==> config.mk <==
export PLATFORM = sky130hd
export DESIGN_NAME = segment_display_decoder
export DESIGN_NICKNAME = d
export VERILOG_FILES = /design/src/rtl/segment_display_decoder_pkg.sv /design/src/rtl/segment_display_decoder_lookup.sv /design/src/rtl/segment_display_decoder.sv
export SDC_FILE = /design/constraint.sdc
export NUM_CORES = 1
export LEC_CHECK = 0
export BUFFER_PORTS_ARGS = -buffer_cell sky130_fd_sc_hd__buf_2
export CAP_MARGIN = 20
export CORE_ASPECT_RATIO = 0.6
export CORE_MARGIN = 2
export CORE_UTILIZATION = 50
export CTS_BUF_LIST = sky130_fd_sc_hd__clkbuf_2 sky130_fd_sc_hd__clkbuf_4 sky130_fd_sc_hd__clkbuf_8
export DETAILED_ROUTE_END_ITERATION = 8
export PLACE_DENSITY = 0.76
export SLEW_MARGIN = 15
export SYNTH_ARGS = -nofsm -noshare
export SYNTH_HDL_FRONTEND = slang
export SYNTH_SLANG_ARGS = --single-unit
==> constraint.sdc <==
create_clock -name clock -period 6.7 [get_ports clock]
set_clock_uncertainty 0.2 [all_clocks]
set_input_delay 1.34 -clock clock [delete_from_list [all_inputs] [get_ports clock]]
set_output_delay 1.34 -clock clock [all_outputs]
set_load 0.05 [all_outputs]
==> src/rtl/segment_display_decoder_pkg.sv <==
// Shared definitions for the multiplexed seven-segment display decoder.
//   - Segment bit positions and single-bit masks (active-high pattern view)
//   - 16-entry hex decode table, indexed by hex value
//   - FSM state enumeration
//   - single_low(): true when exactly one active-low select line is asserted
package segment_display_decoder_pkg;

    localparam int NUM_SEGMENTS = 7;
    localparam int NUM_DIGITS   = 4;

    // Segment bit positions
    localparam int SEG_TOP          = 0;
    localparam int SEG_RIGHT_TOP    = 1;
    localparam int SEG_RIGHT_BOTTOM = 2;
    localparam int SEG_BOTTOM       = 3;
    localparam int SEG_LEFT_BOTTOM  = 4;
    localparam int SEG_LEFT_TOP     = 5;
    localparam int SEG_CENTER       = 6;

    // Single-segment masks in the active-high pattern view
    localparam logic [NUM_SEGMENTS-1:0] SEG_MASK_TOP          = 7'(1 << SEG_TOP);
    localparam logic [NUM_SEGMENTS-1:0] SEG_MASK_RIGHT_TOP    = 7'(1 << SEG_RIGHT_TOP);
    localparam logic [NUM_SEGMENTS-1:0] SEG_MASK_RIGHT_BOTTOM = 7'(1 << SEG_RIGHT_BOTTOM);
    localparam logic [NUM_SEGMENTS-1:0] SEG_MASK_BOTTOM       = 7'(1 << SEG_BOTTOM);
    localparam logic [NUM_SEGMENTS-1:0] SEG_MASK_LEFT_BOTTOM  = 7'(1 << SEG_LEFT_BOTTOM);
    localparam logic [NUM_SEGMENTS-1:0] SEG_MASK_LEFT_TOP     = 7'(1 << SEG_LEFT_TOP);
    localparam logic [NUM_SEGMENTS-1:0] SEG_MASK_CENTER       = 7'(1 << SEG_CENTER);

    // Active-high segment pattern for each hex value 0..F
    localparam logic [NUM_SEGMENTS-1:0] DECODE_TABLE [16] = '{
        7'h3F, 7'h06, 7'h5B, 7'h4F, 7'h66, 7'h6D, 7'h7D, 7'h07,
        7'h7F, 7'h6F, 7'h77, 7'h7C, 7'h39, 7'h5E, 7'h79, 7'h71
    };

    typedef enum logic [1:0] {
        ST_SETTLE  = 2'd0,
        ST_CAPTURE = 2'd1,
        ST_HOLD    = 2'd2
    } state_t;

    // Exactly one active-low line asserted (power-of-two test on the inverse)
    function automatic logic single_low(input logic [NUM_DIGITS-1:0] sel_n);
        logic [NUM_DIGITS-1:0] act;
        act = ~sel_n;
        return (act != '0) && ((act & (act - 4'd1)) == '0);
    endfunction

endpackage

==> src/rtl/segment_display_decoder_lookup.sv <==
// segment_pattern_lookup: combinational reverse lookup of the hex decode table.
//   pattern : active-high 7-bit segment pattern
//   value   : hex value whose table entry matches (0 when no match)
//   hit     : high when the pattern is one of the 16 table entries
module segment_pattern_lookup
    import segment_display_decoder_pkg::*;
(
    input  logic [NUM_SEGMENTS-1:0] pattern,
    output logic [3:0]              value,
    output logic                    hit
);

    // Table entries are unique, so at most one index can match.
    always_comb begin
        value = 4'd0;
        hit   = 1'b0;
        for (int i = 0; i < 16; i++) begin
            if (pattern == DECODE_TABLE[i]) begin
                value = 4'(i);
                hit   = 1'b1;
            end
        end
    end

endmodule

==> src/rtl/segment_display_decoder.sv <==
// segment_display_decoder: snoops the pins of a multiplexed 4-digit
// seven-segment display and recovers the hex value shown on each digit.
//   clock, reset   : single clock, asynchronous active-high reset
//   segmentEnableN : active-low segment lines (bit 0 top ... bit 6 center)
//   digitEnableN   : active-low digit selects
//   digitValues    : decoded value per digit, digit i at [4i+3:4i]
//   digitValid     : digit holds a recognized, non-stale pattern
//   digitUpdate    : one-cycle pulse per captured digit
//   frameDone      : one-cycle pulse once all four digits have been captured
module segment_display_decoder
    import segment_display_decoder_pkg::*;
#(
    parameter int STABLE_CYCLES  = 4,
    parameter int TIMEOUT_CYCLES = 50000
)
(
    input  logic                    clock,
    input  logic                    reset,
    input  logic [NUM_SEGMENTS-1:0] segmentEnableN,
    input  logic [NUM_DIGITS-1:0]   digitEnableN,
    output logic [4*NUM_DIGITS-1:0] digitValues,
    output logic [NUM_DIGITS-1:0]   digitValid,
    output logic [NUM_DIGITS-1:0]   digitUpdate,
    output logic                    frameDone
);

    // The counter leaves SETTLE on the edge where it reaches STABLE_CYCLES-1.
    localparam logic [7:0]  SETTLE_LAST = 8'(STABLE_CYCLES - 2);
    localparam logic [19:0] TIMEOUT_AGE = 20'(TIMEOUT_CYCLES);

    logic [NUM_SEGMENTS-1:0] seg_sync1_q, seg_sync1_d, seg_sync2_q, seg_sync2_d;
    logic [NUM_SEGMENTS-1:0] seg_prev_q, seg_prev_d;
    logic [NUM_DIGITS-1:0]   dig_sync1_q, dig_sync1_d, dig_sync2_q, dig_sync2_d;
    logic [NUM_DIGITS-1:0]   dig_prev_q, dig_prev_d;

    state_t                  state_q, state_d;
    logic [7:0]              cnt_q, cnt_d;
    logic [NUM_DIGITS-1:0]   update_q, update_d;
    logic [NUM_DIGITS-1:0]   seen_q, seen_d;
    logic                    frame_q, frame_d;

    logic                    sample_changed;
    logic                    capture_en;
    logic [NUM_DIGITS-1:0]   capture_sel;
    logic [3:0]              lookup_value;
    logic                    lookup_hit;

    // Two-flop synchronizers plus one more stage holding the previous sample
    always_comb begin
        seg_sync1_d = segmentEnableN;
        dig_sync1_d = digitEnableN;
        seg_sync2_d = seg_sync1_q;
        dig_sync2_d = dig_sync1_q;
        seg_prev_d  = seg_sync2_q;
        dig_prev_d  = dig_sync2_q;
    end

    assign sample_changed = (seg_sync2_q != seg_prev_q) || (dig_sync2_q != dig_prev_q);

    // Next-state logic: a changed sample always restarts settling.
    always_comb begin
        state_d = state_q;
        cnt_d   = cnt_q;
        if (sample_changed) begin
            state_d = ST_SETTLE;
            cnt_d   = 8'd0;
        end else begin
            case (state_q)
                ST_SETTLE: begin
                    cnt_d = cnt_q + 8'd1;
                    if (cnt_q >= SETTLE_LAST) begin
                        state_d = single_low(dig_prev_q) ? ST_CAPTURE : ST_HOLD;
                    end
                end
                ST_CAPTURE: state_d = ST_HOLD;
                ST_HOLD:    state_d = ST_HOLD;
                default:    state_d = ST_SETTLE;
            endcase
        end
    end

    // During CAPTURE, prev still holds the sample that was stable while settling.
    assign capture_en  = (state_q == ST_CAPTURE) && single_low(dig_prev_q);
    assign capture_sel = capture_en ? ~dig_prev_q : '0;

    segment_pattern_lookup u_lookup (
        .pattern (~seg_prev_q),
        .value   (lookup_value),
        .hit     (lookup_hit)
    );

    // Update pulse and frame tracking; the seen mask self-clears on completion.
    always_comb begin
        update_d = capture_sel;
        seen_d   = seen_q | capture_sel;
        frame_d  = 1'b0;
        if (seen_d == '1) begin
            frame_d = 1'b1;
            seen_d  = '0;
        end
    end

    always_ff @(posedge clock or posedge reset) begin
        if (reset) begin
            seg_sync1_q <= '1;
            seg_sync2_q <= '1;
            seg_prev_q  <= '1;
            dig_sync1_q <= '1;
            dig_sync2_q <= '1;
            dig_prev_q  <= '1;
            state_q     <= ST_SETTLE;
            cnt_q       <= 8'd0;
            update_q    <= '0;
            seen_q      <= '0;
            frame_q     <= 1'b0;
        end else begin
            seg_sync1_q <= seg_sync1_d;
            seg_sync2_q <= seg_sync2_d;
            seg_prev_q  <= seg_prev_d;
            dig_sync1_q <= dig_sync1_d;
            dig_sync2_q <= dig_sync2_d;
            dig_prev_q  <= dig_prev_d;
            state_q     <= state_d;
            cnt_q       <= cnt_d;
            update_q    <= update_d;
            seen_q      <= seen_d;
            frame_q     <= frame_d;
        end
    end

    // Per-digit value, valid flag and staleness counter
    genvar gi;
    generate
        for (gi = 0; gi < NUM_DIGITS; gi++) begin : g_digit
            logic [3:0]  value_q, value_d;
            logic        valid_q, valid_d;
            logic [19:0] age_q, age_d;

            // Capture takes priority over a timeout landing on the same edge.
            always_comb begin
                value_d = value_q;
                valid_d = valid_q;
                age_d   = (age_q >= TIMEOUT_AGE) ? TIMEOUT_AGE : age_q + 20'd1;
                if (capture_sel[gi]) begin
                    value_d = lookup_value;
                    valid_d = lookup_hit;
                    age_d   = 20'd0;
                end else if (age_d == TIMEOUT_AGE) begin
                    valid_d = 1'b0;
                end
            end

            always_ff @(posedge clock or posedge reset) begin
                if (reset) begin
                    value_q <= 4'd0;
                    valid_q <= 1'b0;
                    age_q   <= 20'd0;
                end else begin
                    value_q <= value_d;
                    valid_q <= valid_d;
                    age_q   <= age_d;
                end
            end

            assign digitValues[4*gi +: 4] = value_q;
            assign digitValid[gi]         = valid_q;
        end
    endgenerate

    assign digitUpdate = update_q;
    assign frameDone   = frame_q;

endmodule

==> After elaboration in Yosys (flattened, before gate mapping) <==
Cells that the tools add are included.
{ "op_classes": {"bitwise_logic": 4, "n_addsub": 6, "eq_ne": 26, "n_lt_le_gt_ge": 5, "reduce_logical": 12, "mux": 56} }
{ "ops": {"columns": ["cell", "count"], "rows": [
  ["20-bit 2-to-1 mux", 8],
  ["7-bit equality test (second input constant)", 12],
  ["20-bit by 1-bit adder with 20-bit output (second input constant)", 4],
  ["20-bit by 16-bit equality test with 1-bit output (second input constant)", 4],
  ["20-bit by 16-bit greater-or-equal comparator with 1-bit output (second input constant)", 4],
  ["4-bit 2-to-1 mux", 10],
  ["1-bit 2-to-1 mux", 26],
  ["8-bit 2-to-1 mux", 2],
  ["7-bit by 3-bit equality test with 1-bit output (second input constant)", 2],
  ["7-bit by 6-bit equality test with 1-bit output (second input constant)", 2],
  ["3-bit 2-to-1 mux", 4],
  ["2-bit 2-to-1 mux", 5],
  ["2-bit nonzero test", 5],
  ["8-bit by 1-bit adder with 8-bit output (second input constant)", 1],
  ["8-bit by 2-bit greater-or-equal comparator with 1-bit output (second input constant)", 1],
  ["7-bit inequality test", 1],
  ["7-bit inverter", 1],
  ["4-bit AND", 1],
  ["4-bit equality test (second input constant)", 1],
  ["4-bit zero test", 1],
  ["4-bit inequality test", 1],
  ["4-bit inverter", 1],
  ["4-bit bitwise OR", 1],
  ["2-bit case mux with 2 select lines", 1],
  ["other kinds (9)", 10]
]} }
{ "word_totals": {"input_bits": 13, "regBits": 152, "out_inout_bits": 25} }

==> Longest topological paths before layout <==
Gate-level depths: netlist (run 1).
{ "depth": {"depth_word": 19, "depth_mapped": 8, "depth_no_buf": 8} }

==> By module <==
Synthesis (run 1) repeated with hierarchy kept, for this count alone.
{ "unflattened": {"hier_cells": 741, "hier_area_um2": 7542.2} }
{ "modules_own_cells": {"columns": ["module", "seq_area_each_um2", "cells_each", "instances", "area_each_um2"], "rows": [
  ["segment_display_decoder", 3844.9, 688, 1, 7174.4],
  ["segment_pattern_lookup", 0.0, 53, 1, 367.9]
]} }

==> Worst setup path before layout (run 1) <==
No wires, ideal clock.
{ "synth_timing": {"path_kind": "reg-to-reg", "from": "register g_digit[2].age_q[0]", "to": "register g_digit[2].valid_q", "path_slack_ns": 4.352, "stages_incl_launch_ff": 9, "n_path_buf": 1, "arrival_time_ns": 2.022, "setup_time_ns": 0.126, "t_required_ns": 6.374, "synth_period_minus_slack_ns": 2.348, "path_cell_list": "dfrtp_1 -> ha_1 -> buf_2 -> nor3b_1 -> o21bai_1 -> a2111oi_0 -> nand4b_1 -> o31a_1 -> a221o_1"} }
{ "synth_via": {"elab_chain_len": 4, "word_cells_on_any_way": 5} }
{ "synth_rtl": {"columns": ["item", "line_no", "rtl"], "rows": [
  ["from (decl)", "segment_display_decoder.sv:137", "logic [19:0] age_q, age_d;"],
  ["from (signal assigned)", "segment_display_decoder.sv:161", "age_q <= age_d;"],
  ["20-bit by 1-bit adder with 20-bit output or 20-bit by 16-bit greater-or-equal comparator with 1-bit output (tied branches)", "segment_display_decoder.sv:143", "age_d = (age_q >= TIMEOUT_AGE) ? TIMEOUT_AGE : age_q + 20'd1;"],
  ["20-bit 2-to-1 mux *", "segment_display_decoder.sv:143", null],
  ["20-bit by 16-bit equality test with 1-bit output *", "segment_display_decoder.sv:148", "end else if (age_d == TIMEOUT_AGE) begin"],
  ["2-bit nonzero test (no source line) *", null, null],
  ["to (signal assigned)", "segment_display_decoder.sv:160", "valid_q <= valid_d;"],
  ["to (decl)", "segment_display_decoder.sv:136", "logic valid_q, valid_d;"]
]} }
Mark *: on every way between the ends. The rest lies on a longest branch, timed or not.
A chain may end at the register's enable or synchronous reset.

==> Worst setup path after layout (run 1) <==
{ "layout_timing": {"from": "register g_digit[2].age_q[1]", "to": "register g_digit[2].valid_q"} }
The elaborated chain is that of the path after synthesis.

==> impl_metrics.toml, run 1 <==
[layout]
syn_to_final_growth_pct = 9.57
fillers = 1246
antennaDiodeCount = 0
nets = 777
stdcell_area_um2 = 8300
drive_gt1_share_pct = 19.8

[synthesis]
netlist_instances = 725
avgSynthCellArea_um2 = 10.4
yosysTopAreaCellShare_pct = 39.3
synth_area_um2 = 7570
synth_top_area_cell = "dfrtp_1"
yosys_most_used_dff = "dfrtp_1"
synth.distinct_cells = 70
yosys_warnings = 0
synth-seq-cells = 152
synth-edff-count = 0
synthTopCellsByArea = "dfrtp_1 (39%), dfstp_2 (11%), xnor2_1 (4.7%)"
ys_seq_area_share_pct = 50.8
async_reset_ff_share_pct = 100

[placement]
hpwl_um = 10700
gp_congestion = 0.890
io_buffers = 37
placed_area_um2 = 7860

[timing]
timing.fmax_mhz = 353
finalHoldViolations = 0
relSlewSlack_pct = 37.6
slew_viol_final = 0
hold_ws_ps = 158
setup_tns_ps = 0
rsz0062_at_grt = "no"
period_needed_ps = 2830
finalCritPeriodShare_pct = 42.3
worst_pin_slew_ps = 932
setup_viol = 0

[grt]
grt_overflow = 0
grt_pass1_vias = 5364
grt_pass1_wl_um = 26900
track_usage_pct = 20.7
antenna_found_initial = 0
grt_max_degree = 102

[routing]
wl_per_cell_um = 16.3
dr.pass1.iters = 5
vias_per_cell = 5.75
post-route-drc-count = 0
dr.first_iter.drc_count = 436
wl_um = 15700
via_count = 5531
final_antenna_net_count = 0

[floorplanning]
die_h_um = 99.3
dieArea_um2 = 16200
initial_core_util_pct = 51.8
fp.dieW_um = 163
rows = 34
core-area_um2 = 14600
io_pins = 38

[clock_tree]
clockRootBuffer = "clkbuf_8"
cts_buffers = 17
cts_tree = "yes"
ctsHoldBuffers = 0
post_cts_resized = 0
cts_setup_buffers = 0
clockBufferDepth = 2
htree_levels = 4
path_clk_slew_ps = 90
clk_latency_ps = 450
cts.sinks = 152

[critical_path]
end_kind = "flip-flop"
path_class = "reg2reg"
critPathLaunchType = "flip-flop"
r2r_slack_ps = 3870
worstPathMaxFanout = 11
critPathRequiredTime_ps = 6820
cp.arrival_ps = 2960

[min_path]
hold_class = "reg2reg"

[power_and_ir_drop]
p_per_area_nw_per_um2 = 211
peakVddDrop_uv = 106
leakagePower_nw = 3.40

[outcome]
status = "finished, final reports clean"

[job]
max_cap_viol_count = 0
==> state kept, by name (all words and copies together), names as in the netlist <==
| register | count |
|---|---|
| cnt_q | 8 |
| dig_prev_d | 4 |
| dig_prev_q | 4 |
| dig_sync1_q | 4 |
| digitUpdate | 4 |
| frameDone | 1 |
| g_digit.age_q | 80 |
| g_digit.valid_q | 4 |
| g_digit.value_q | 16 |
| seen_q | 4 |
| seg_prev_d | 7 |
| seg_prev_q | 7 |
| seg_sync1_q | 7 |
| state_q | 2 |
==> worst paths after layout <==
path	from	endpoint	depth (start not counted)
max	g_digit[2].age_q[1]	g_digit[2].valid_q	7
min in group asynchronous	reset	g_digit[3].age_q[7]	2
min	dig_sync1_q[3]	dig_prev_d[3]	0
max reg2reg	g_digit[2].age_q[1]	g_digit[2].valid_q	7
min reg2reg	dig_sync1_q[3]	dig_prev_d[3]	0
max in group asynchronous	reset	digitUpdate[2]	3
==> cells in the final DEF, fill, tap and decap left out, types with 5 or more instances in the layout <==
| master | Yosys | layout |
|---|---|---|
| a21oi_1 | 37 | 37 |
| a31oi_1 | 11 | 11 |
| and3_1 | 8 | 8 |
| and4_1 | 6 | 6 |
| buf_2 | 18 | 37 |
| clkbuf_8 | 0 | 19 |
| conb_1 | 1 | 16 |
| dfrtp_1 | 119 | 119 |
| dfstp_2 | 33 | 33 |
| ha_1 | 13 | 13 |
| inv_1 | 24 | 23 |
| mux2_2 | 16 | 16 |
| nand2_1 | 37 | 37 |
| nand3_1 | 30 | 30 |
| nand4_1 | 16 | 16 |
| nand4b_1 | 7 | 7 |
| nor2_1 | 89 | 89 |
| nor2b_1 | 5 | 5 |
| nor3_1 | 18 | 18 |
| nor3b_1 | 7 | 6 |
| nor4_1 | 13 | 13 |
| o21ai_0 | 13 | 13 |
| or3b_2 | 7 | 7 |
| or4_1 | 6 | 6 |
| xnor2_1 | 41 | 41 |
| xor2_1 | 37 | 37 |
==> cell usage after synthesis (16+ instances only) <==
cell and count:
nor2_1 89, dfrtp_1 119, nand3_1 30, nor3_1 18, dfstp_2 33, buf_2 18
xnor2_1 41, nand4_1 16, nand2_1 37, inv_1 24, clkbuf_1 21, mux2_2 16
xor2_1 37, a21oi_1 37
==> per-layer routing <==
metal  vias up  routed length [µm]  track usage [%]
met5         -                   0                0
met4         0                 243             6.13
met3        26                 798             4.38
met2       164                7230             32.0
met1      2753                7390             29.6
li1       2588                   -                -
==> power by group <==
group          switching (mW)  total (mW)  internal (mW)
registers              0.0159       0.956          0.940
clock network           0.356       0.754          0.398
logic                  0.0287      0.0421         0.0134
total                   0.400        1.75           1.35
==> cell type report <==
cell class / instances / area [µm²] / area share (%)
repair buffers: 39 / 200 / 2.41
clock inverters: 12 / 165 / 1.99
multi-input cells: 516 / 3470 / 41.8
inverters: 25 / 98.8 / 1.19
flip-flops and latches: 152 / 3840 / 46.3
well taps: 198 / 248 / 2.99
clock buffers: 20 / 269 / 3.24
==> through the flow <==
step	worst slack, ps	power [mW]	utilization (%)	instances
floorplan	1120	1.00	-	740
global placement	3760	1.01	53.7	930
detailed placement	3660	1.02	53.7	930
CTS	3860	1.77	56.7	962
global route	3600	1.82	56.7	962
finish	3870	1.75	56.7	962
==> critical path, stage by stage (launching register included) <==
cell,delay (ps)
dfrtp_1,500
ha_1,430
nor3b_1,250
o21bai_1,90
a2111oi_0,480
nand4b_1,160
o31a_1,330
a221o_1,290
==> kinds of logic (layout without fill, tap and decap cells) <==
family	Yosys count	count (layout)	share of synthesized area, %
xor gates and xnor gates	78	78	9.02
AOI/OAI and AO/OA	103	103	9.22
buffers and inverters	72	96	4.20
DFF	152	152	50.8
and+or+nand+nor	289	289	22.1
adders and majority gates	13	13	2.15
other	1	16	0.0495
muxes	17	17	2.51
Note: power is estimated with default switching activity, not from simulation.
==> inputs of run 2 (changes only) <==
--- a/config.mk
+++ b/config.mk
@@ -12,7 +12,7 @@
 export CORE_UTILIZATION = 50
 export CTS_BUF_LIST = sky130_fd_sc_hd__clkbuf_2 sky130_fd_sc_hd__clkbuf_4 sky130_fd_sc_hd__clkbuf_8
 export DETAILED_ROUTE_END_ITERATION = 8
-export PLACE_DENSITY = 0.76
+export PLACE_DENSITY = 0.79
 export SLEW_MARGIN = 15
 export SYNTH_ARGS = -nofsm -noshare
 export SYNTH_HDL_FRONTEND = slang
==> constraint.sdc (replaced) <==
create_clock -name clock -period 2.36 [get_ports clock]
set_clock_uncertainty 0.2 [all_clocks]
set_input_delay 0.472 -clock clock [delete_from_list [all_inputs] [get_ports clock]]
set_output_delay 0.472 -clock clock [all_outputs]
set_load 0.05 [all_outputs]
==> run 2 against run 1 <==
Effect of this change:
- utilization is 5.5 points higher
- combinational power grew to 4.4 times the previous value
- total power grew to 2.7 times the previous value
- worst setup slack worse by 3800 ps
- clock-buffer cell count is 3 lower
- register-to-register slack worse by 3800 ps
- final area is 9.7% higher
- first-iteration DRC count is 24% higher
- non-clock buffer count is 92 higher
- flip-flop and latch count stayed put
- die area stayed put
- largest cell class unchanged
==> impl_metrics.toml, run 2 (synthesized netlist as in run 1, its figures left out) <==
[layout]
largest_reg_flops = 80
final_cells = 1054
antennaDiodeCount = 0
multi_input_area_um2 = 3560
final_common_cell = "dfrtp_1"
seq_area_um2 = 3850
nets = 869
largestRegisters = "g_digit.age_q (80), g_digit.value_q (16), cnt_q (8)"
syn_to_final_growth_pct = 20.2
regMostFlops = "g_digit.age_q"
fillers = 1149
drive_gt1_share_pct = 29.0
mostFrequentLayoutCells = "dfrtp_1 (113), nor2_1 (89), buf_4 (78)"

[floorplanning]
io_pins = 38
initial_core_util_pct = 51.8
rows = 34
dieArea_um2 = 16200
fp.dieW_um = 163
core-area_um2 = 14600
die_h_um = 99.3

[critical_path]
path_class = "reg2reg"
worstRegToRegCells = 7
cp.arrival_ps = 2440
critPathRequiredTime_ps = 2490
reg2reg_to = "g_digit[2].valid_q"
worstPathMaxFanout = 4
critPathLaunchType = "flip-flop"
r2r_slack_ps = 50
end_kind = "flip-flop"
regToRegStartpoint = "g_digit[2].age_q[1]"

[routing]
post-route-drc-count = 0
vias_per_cell = 5.55
dr.pass1.iters = 5
via_count = 5854
final_antenna_net_count = 0
wl_per_cell_um = 16.0
dr.first_iter.drc_count = 539
wl_um = 16900

[min_path]
whs_path_depth = 0
whs_endpoint = "dig_prev_d[3]"
min_from = "dig_sync1_q[3]"
hold_class = "reg2reg"

[timing]
period_needed_ps = 2310
rsz0062_at_grt = "yes"
hold_ws_ps = 151
finalHoldViolations = 0
slew_viol_final = 0
setup_viol = 0
finalCritPeriodShare_pct = 97.8
timing.fmax_mhz = 433

[grt]
antenna_found_initial = 0
met3_usage_pct = 4.63
grt_overflow = 0
grt_pass1_wl_um = 27900
track_usage_pct = 21.8
globalRouteMet2Util_pct = 31.3
grt_pass1_vias = 5552
grt_util_met1_pct = 33.3
grt-busiest-layer = "met1"
grt_max_degree = 79

[clock_tree]
path_clk_slew_ps = 100
clockRootBuffer = "clkbuf_8"
cts_buffers = 17
clk_latency_ps = 450
cts.sinks = 152
cts_tree = "yes"
htree_levels = 4
clockBufferDepth = 2

[placement]
dp_cells = 1003
gp_congestion = 0.937
io_buffers = 37
hpwl_um = 11600

[power_and_ir_drop]
p_per_area_nw_per_um2 = 521
peakVddDrop_uv = 456
leakagePower_nw = 3.85

[job]
max_cap_viol_count = 0

[outcome]
status = "finished, final reports clean"
==> run 2: cell count changes in the layout (fill, tap and decap cells not counted), moves of 4 or more <==
cell | before | now
dlygate4sd3_1 | 0 | 12
buf_4 | 2 | 78
dfrtp_2 | 0 | 6
dfrtp_1 | 119 | 113
buf_12 | 0 | 4
==> run 2: critical path, stage by stage, from the launching register on <==
cell	delay [ps]
dfrtp_1	400
ha_2	190
and4b_1	240
o21bai_1	80
a2111oi_2	360
nand4b_1	140
o31a_1	320
a221o_1	260
==> run 2: final cells by class <==
cell class                      count  share of cell area [%]
Multi-Input combinational cell    516                    39.2
Tap cell                          198                    2.72
Clock inverter                     15                    1.48
Timing Repair Buffer              131                    10.7
Clock buffer                       17                    2.57
Sequential cell                   152                    42.3
Inverter                           25                    1.07
==> run 2: how the worst max path moves through the flow <==
| stage | depth (start not counted) | startpoint | slack, ps | to |
|---|---|---|---|---|
| after floorplan | 1 | reset | -200 | cnt_q[0] |
| after global placement | 6 | g_digit[2].age_q[4] | 10 | g_digit[2].valid_q |
| after detailed placement | 7 | g_digit[2].age_q[0] | -30 | g_digit[2].valid_q |
| after CTS | 5 | seg_prev_q[5] | 3 | g_digit[2].valid_q |
| after global routing | 7 | g_digit[1].age_q[1] | -60 | g_digit[1].valid_q |
| final | 7 | g_digit[2].age_q[1] | 50 | g_digit[2].valid_q |
==> run 2: stage by stage <==
stage | instance area [µm²] | power, mW | setup WS [ps] | utilization, % | setup TNS (ps)
floorplan | 7630 | 2.84 | -202 | - | -24040
global placement | 8450 | 2.90 | 12.5 | 57.7 | 0
detailed placement | 8450 | 2.91 | -32.3 | 57.7 | -32.3
CTS | 8940 | 4.78 | 2.86 | 61.1 | 0
global route | 9100 | 4.94 | -56.0 | 62.2 | -83.7
finish | 9100 | 4.75 | 52.6 | 62.2 | 0
==> run 2: routing by layer <==
layer / share of wire [%] / vias up
li1: - / 2785
met1: 50 / 2862
met2: 44 / 186
met3: 5.2 / 21
met4: 1.1 / 0
met5: 0 / -
==> run 2: repair_timing <==
item	in CTS	in global routing
endpoints found under the hold margin	108	0
setup buffers	0	7
gates cloned	0	0
hold buffers	12	0
setup endpoints to repair	1	15
pin swaps	0	6
gates resized for setup	3	22
==> run 2: report_power, final <==
| part | internal (mW) | total (mW) | switching, mW |
|---|---|---|---|
| Clock | 0.768 | 1.86 | 1.09 |
| Combinational | 0.0781 | 0.185 | 0.107 |
| Sequential | 2.67 | 2.70 | 0.0336 |
| Total | 3.51 | 4.75 | 1.23 |
